==> config.mk <==
export PLATFORM = sky130hd
export DESIGN_NAME = kpn_channel_fifo
export DESIGN_NICKNAME = d
export VERILOG_FILES = /design/src/rtl/kpn_pkg.sv /design/src/rtl/kpn_fifo_mem.sv /design/src/rtl/kpn_channel_fifo.sv
export SDC_FILE = /design/constraint.sdc
export NUM_CORES = 1
export LEC_CHECK = 0
export CAP_MARGIN = 20
export CORE_ASPECT_RATIO = 0.5
export CORE_MARGIN = 2
export CORE_UTILIZATION = 50
export CTS_CLUSTER_SIZE = 16
export DETAILED_ROUTE_END_ITERATION = 6
export PLACE_DENSITY_LB_ADDON = 0.12
export SLEW_MARGIN = 20
export SYNTH_ARGS = -nofsm -noshare
export SYNTH_HDL_FRONTEND = slang
export SYNTH_HIERARCHICAL = 1
export SYNTH_SLANG_ARGS = --single-unit
==> constraint.sdc <==
create_clock -name clk -period 2.8 [get_ports clk]
set_clock_uncertainty 0.15 [all_clocks]
set_input_delay 0.56 -clock clk [delete_from_list [all_inputs] [get_ports clk]]
set_output_delay 0.56 -clock clk [all_outputs]
set_load 0.005 [all_outputs]
==> src/rtl/kpn_pkg.sv <==
// Shared token format and default FIFO sizing for the KPN node library.
package kpn_pkg;

  localparam int TOKEN_WIDTH     = 16;
  localparam int INT_BITS        = 12;
  localparam int FRAC_BITS       = 4;
  localparam int FIFO_ADDR_WIDTH = 3;

  // Q12.4 fixed-point token exchanged between processing nodes.
  typedef struct packed {
    logic signed [INT_BITS-1:0] int_part;
    logic        [FRAC_BITS-1:0] frac_part;
  } token_t;

endpackage

==> src/rtl/kpn_fifo_mem.sv <==
// DEPTH x DATA_WIDTH storage with one synchronous write and one synchronous read port.
module kpn_fifo_mem
  import kpn_pkg::*;
#(
  parameter int DATA_WIDTH = TOKEN_WIDTH,
  parameter int ADDR_WIDTH = FIFO_ADDR_WIDTH
) (
  input  logic                  clk,
  input  logic                  we,
  input  logic [ADDR_WIDTH-1:0] waddr,
  input  logic [DATA_WIDTH-1:0] wdata,
  input  logic                  re,
  input  logic [ADDR_WIDTH-1:0] raddr,
  output logic [DATA_WIDTH-1:0] rdata
);

  localparam int DEPTH = 2 ** ADDR_WIDTH;

  logic [DATA_WIDTH-1:0] mem [DEPTH];

  // Read samples the pre-edge contents, so a read and a write to the same
  // slot in one cycle returns the old token.
  always_ff @(posedge clk) begin
    if (we) mem[waddr] <= wdata;
    if (re) rdata <= mem[raddr];
  end

endmodule

==> src/rtl/kpn_channel_fifo.sv <==
// Bounded KPN channel: pointer/count bookkeeping, back-pressure flags and
// sticky access-error flags around a dual-port token store.
module kpn_channel_fifo
  import kpn_pkg::*;
#(
  parameter int DATA_WIDTH = TOKEN_WIDTH,
  parameter int ADDR_WIDTH = FIFO_ADDR_WIDTH
) (
  input  logic                  clk,
  input  logic                  reset,
  input  logic                  wr,
  input  logic [DATA_WIDTH-1:0] data_in,
  output logic                  full,
  input  logic                  rd,
  output logic [DATA_WIDTH-1:0] data_out,
  output logic                  data_valid,
  output logic                  empty,
  output logic [ADDR_WIDTH:0]   count,
  output logic                  overflow,
  output logic                  underflow
);

  localparam int                DEPTH     = 2 ** ADDR_WIDTH;
  localparam logic [ADDR_WIDTH:0] DEPTH_CNT = (ADDR_WIDTH + 1)'(DEPTH);

  logic [ADDR_WIDTH-1:0] wr_ptr;
  logic [ADDR_WIDTH-1:0] rd_ptr;
  logic                  wr_ok;
  logic                  rd_ok;
  logic                  has_data_p1;
  logic [DATA_WIDTH-1:0] mem_rdata_p1;

  assign full  = (count == DEPTH_CNT);
  assign empty = (count == '0);

  assign rd_ok = rd & ~empty;
  assign wr_ok = wr & (~full | rd_ok);

  kpn_fifo_mem #(
    .DATA_WIDTH (DATA_WIDTH),
    .ADDR_WIDTH (ADDR_WIDTH)
  ) u_mem (
    .clk   (clk),
    .we    (wr_ok),
    .waddr (wr_ptr),
    .wdata (data_in),
    .re    (rd_ok),
    .raddr (rd_ptr),
    .rdata (mem_rdata_p1)
  );

  always_ff @(posedge clk or posedge reset) begin
    if (reset) begin
      wr_ptr      <= '0;
      rd_ptr      <= '0;
      count       <= '0;
      data_valid  <= 1'b0;
      has_data_p1 <= 1'b0;
      overflow    <= 1'b0;
      underflow   <= 1'b0;
    end else begin
      if (wr_ok) wr_ptr <= wr_ptr + 1'b1;
      if (rd_ok) rd_ptr <= rd_ptr + 1'b1;
      case ({wr_ok, rd_ok})
        2'b10:   count <= count + 1'b1;
        2'b01:   count <= count - 1'b1;
        default: count <= count;
      endcase
      data_valid <= rd_ok;
      if (rd_ok)        has_data_p1 <= 1'b1;
      if (wr && !wr_ok) overflow    <= 1'b1;
      if (rd && empty)  underflow   <= 1'b1;
    end
  end

  // ---- read stage p1: storage holds its last read; mask it to zero until
  // the first read after reset so reset clears data_out immediately.
  assign data_out = has_data_p1 ? mem_rdata_p1 : '0;

endmodule

==> reports/metrics.cfg, run 1 <==
[run_status]
outcome = finished, final reports clean

[clock_network]
clock-root-buffer = clkbuf_16
h-tree-depth = 4
clk_latency_ns = 0.41
cts_resized = 0
clk_pin_slew_ns = 0.06
clock_sinks = 158
cts_tree = done
postCtsSetupRepairBufs = 0
clock_path_buffers = 2
cts_made_buffers = 17
cts-hold-fix-buffers = 0

[pwr]
p_per_area_nw_per_um2 = 1040
p_total_mw = 8.06
p_clk_share_pct = 31.1
p_leak_nw = 2.74
vdd_drop_max_mv = 0.530
switching_power_mw = 2.08
power_frac_seq_pct = 41.4
swShare_pct = 25.8
p_int_mw = 5.98
p_comb_share_pct = 27.6

[cells_and_area]
fillers = 824
fin_util_pct = 64.2
antennaDiodeCount = 0
final_nets = 399
drive_gt1_share_pct = 22.7
area_delta_synth_final_pct = 22.9

[routing]
dr_wl_met3_um = 583
drc = 0
first_pass_iters = 4
drt_iter0_drc = 189
highest_layer = met4
wl_um = 11800
vias = 3084
met1Wirelength_um = 5530
drtAntennaViolNets = 0
avgViaCountPerCell = 5.59
wl_met2_um = 5470
wire_per_inst_um = 21.3

[global_routing]
grt-ovfl-total = 0
grt_pass1_wl_um = 18200
grt_max_degree = 35
antenna_found_initial = 0
grt_pass1_vias = 3205
grt_use_total_pct = 18.6

[hold_path]
hold_path_class = flip-flop to flip-flop
whs_path_depth = 1

[yosys]
synthXorXnorAreaFrac_pct = 0.973
synthSimpleGateAreaFrac_pct = 4.19
syn_inst = 295
synth.area.top_cells = edfxtp_1 (69%), mux4_1 (12%), dfrtp_1 (5.6%)
synth_edf_count = 144
ys_types = 35
yosys.area.top_type = edfxtp_1
seq_area_frac_synth_pct = 74.2
ys_seq_elements = 158
synth_nets = 320
syn-cell-area_um2 = 6300
synth.avg_cell_area_um2 = 21.4
async_reset_ff_share_pct = 8.86
synthFlopType = edfxtp_1
yosysWarnings = 6
synth_fa_ha_area_share_pct = 1.11
synthMuxAreaShare_pct = 16.9
synth_top_area_share_pct = 68.7
synth_top_family_by_area = multiplexers
synth_compound_area_share_pct = 1.13

[placed_design]
portBuffers = 44
gp_congestion = 0.810
detailed_place_hpwl_um = 7150

[run]
cap_viol_max_count = 0

[worst_setup_path]
cp-end-kind = output pin
cp_slowest_cell = or4b_4
crit_path_max_incr_delay_ns = 0.57
path_cells = or4b_4, inv_1, clkdlybuf4s50_1
path_max_fanout = 7
worstPathRequired_ns = 2.09
arrival_ns = 2.02
crit_type = flip-flop to output pin
reg2reg_depth = 8
startpoint_type = flip-flop

[sta]
slew_violations = 0
grt_setup_unrepaired = false
min_period_ns = 2.73
relSlewSlack_pct = 61.4
hold_viol_final = 0
finalSetupViolCount = 0
worstMarginPinSlew_ns = 0.578
fmax_mhz = 367
fin_crit_sh_pct = 97.4

[floorplan]
start_util_pct = 52.3
io_pins = 45
core-area_um2 = 12100
dieWidth_um = 163
dieArea_um2 = 13600
num_rows = 28
die-height_um = 83.4

## area by class of cell
type,count,area (µm²),area share (%)
flip-flops and latches,158,4680,60.4
clock buffers,19,433,5.59
repair buffers,70,648,8.37
inverters,7,26.3,0.339
multi-input cells,120,1540,19.9
clock inverters,13,210,2.72
well taps,165,206,2.67
## placed cells by master, fill, tap and decap left out, types with 2 or more instances in the layout
master | Yosys | routed
and2_1 | 16 | 16
buf_4 | 0 | 25
bufinv_16 | 0 | 5
clkbuf_1 | 1 | 2
clkbuf_16 | 0 | 17
clkdlybuf4s50_1 | 0 | 44
clkinv_2 | 0 | 3
dfrtp_1 | 14 | 12
dfrtp_2 | 0 | 2
edfxtp_1 | 144 | 144
ha_1 | 4 | 4
inv_1 | 7 | 7
inv_6 | 0 | 2
mux2_2 | 17 | 17
mux2i_1 | 3 | 3
mux4_1 | 28 | 28
mux4_2 | 4 | 4
nand2_1 | 7 | 7
nand2b_1 | 5 | 5
nor2_1 | 9 | 9
nor3_1 | 4 | 2
nor3_2 | 0 | 2
xnor2_1 | 5 | 5
xor2_1 | 2 | 2
## path summary, 6_finish.rpt
| path | startpoint | to | slack [ns] |
|---|---|---|---|
| max in group asynchronous | reset | count[0] | 1.73 |
| worst max register to register | count[3] | count[3] | 0.19 |
| min in group asynchronous | reset | overflow | 0.36 |
| worst min register to register | underflow | underflow | 0.30 |
| worst max-delay path | count[0] | full | 0.07 |
| worst min-delay path | underflow | underflow | 0.30 |
## layer usage
layer | vias up | track usage (%)
met2 | 91 | 28.5
met5 | - | 0
met1 | 1609 | 26.3
li1 | 1363 | -
met4 | 0 | 7.00
met3 | 21 | 4.50
## power groups by stage
stage,clock network [mW],logic (mW),registers (mW)
finish,2.50,2.22,3.34
CTS,2.54,2.25,3.34
global route,2.65,2.40,3.38
floorplan,0,1.41,3.34
detailed placement,0,2.24,3.38
global placement,0,2.19,3.34
## through the flow
step           setup WS (ns)  hold slack (ns)  setup TNS, ns  std cells  area, µm²
5_1_grt               0.0124            0.338              0        552       7740
6_report              0.0728            0.304              0        552       7740
3_3_place_gp          0.0350            0.302              0        520       7090
3_5_place_dp         -0.0447            0.295        -0.0447        520       7090
2_1_floorplan          0.186            0.299              0        295       6300
4_1_cts               0.0261            0.310              0        552       7740
## synthesized netlist by cell type (2+ instances only)
| cell | count |
|---|---|
| edfxtp_1 | 144 |
| mux4_1 | 28 |
| mux2_2 | 17 |
| and2_1 | 16 |
| dfrtp_1 | 14 |
| nor2_1 | 9 |
| inv_1 | 7 |
| nand2_1 | 7 |
| nand2b_1 | 5 |
| xnor2_1 | 5 |
| buf_1 | 4 |
| buf_6 | 4 |
| ha_1 | 4 |
| mux4_2 | 4 |
| nor3_1 | 4 |
| mux2i_1 | 3 |
| xor2_1 | 2 |
## flip-flops by register name, summed over array words and instances, names as in the netlist
register	cells
u_mem/mem	128
has_data_p1	1
data_valid	1
underflow	1
rd_ptr	3
wr_ptr	3
overflow	1
count	4
u_mem/rdata	16
## cell families after synthesis
family | count (synthesis)
mux | 53
compound gates | 8
flops | 158
fa+ha+maj | 5
simple gates | 47
buf+inv | 17
xor+xnor | 7
## critical path: cells and delay by family, from the launching register on
kind | cells | cell delay (ns)
buffers and inverters | 2 | 0.58
AND/OR/NAND/NOR | 1 | 0.57
flip-flops | 1 | 0.45
Note: power is estimated with default switching activity, not from simulation.
==> run 2, diff against run 1 <==
--- a/config.mk
+++ b/config.mk
@@ -9,6 +9,7 @@
 export CORE_ASPECT_RATIO = 0.5
 export CORE_MARGIN = 2
 export CORE_UTILIZATION = 50
+export CTS_CLUSTER_DIAMETER = 60
 export CTS_CLUSTER_SIZE = 16
 export DETAILED_ROUTE_END_ITERATION = 6
 export PLACE_DENSITY_LB_ADDON = 0.12
==> results of run 2 <==
The final DEF is identical to that of run 1; final timing and power are the same.
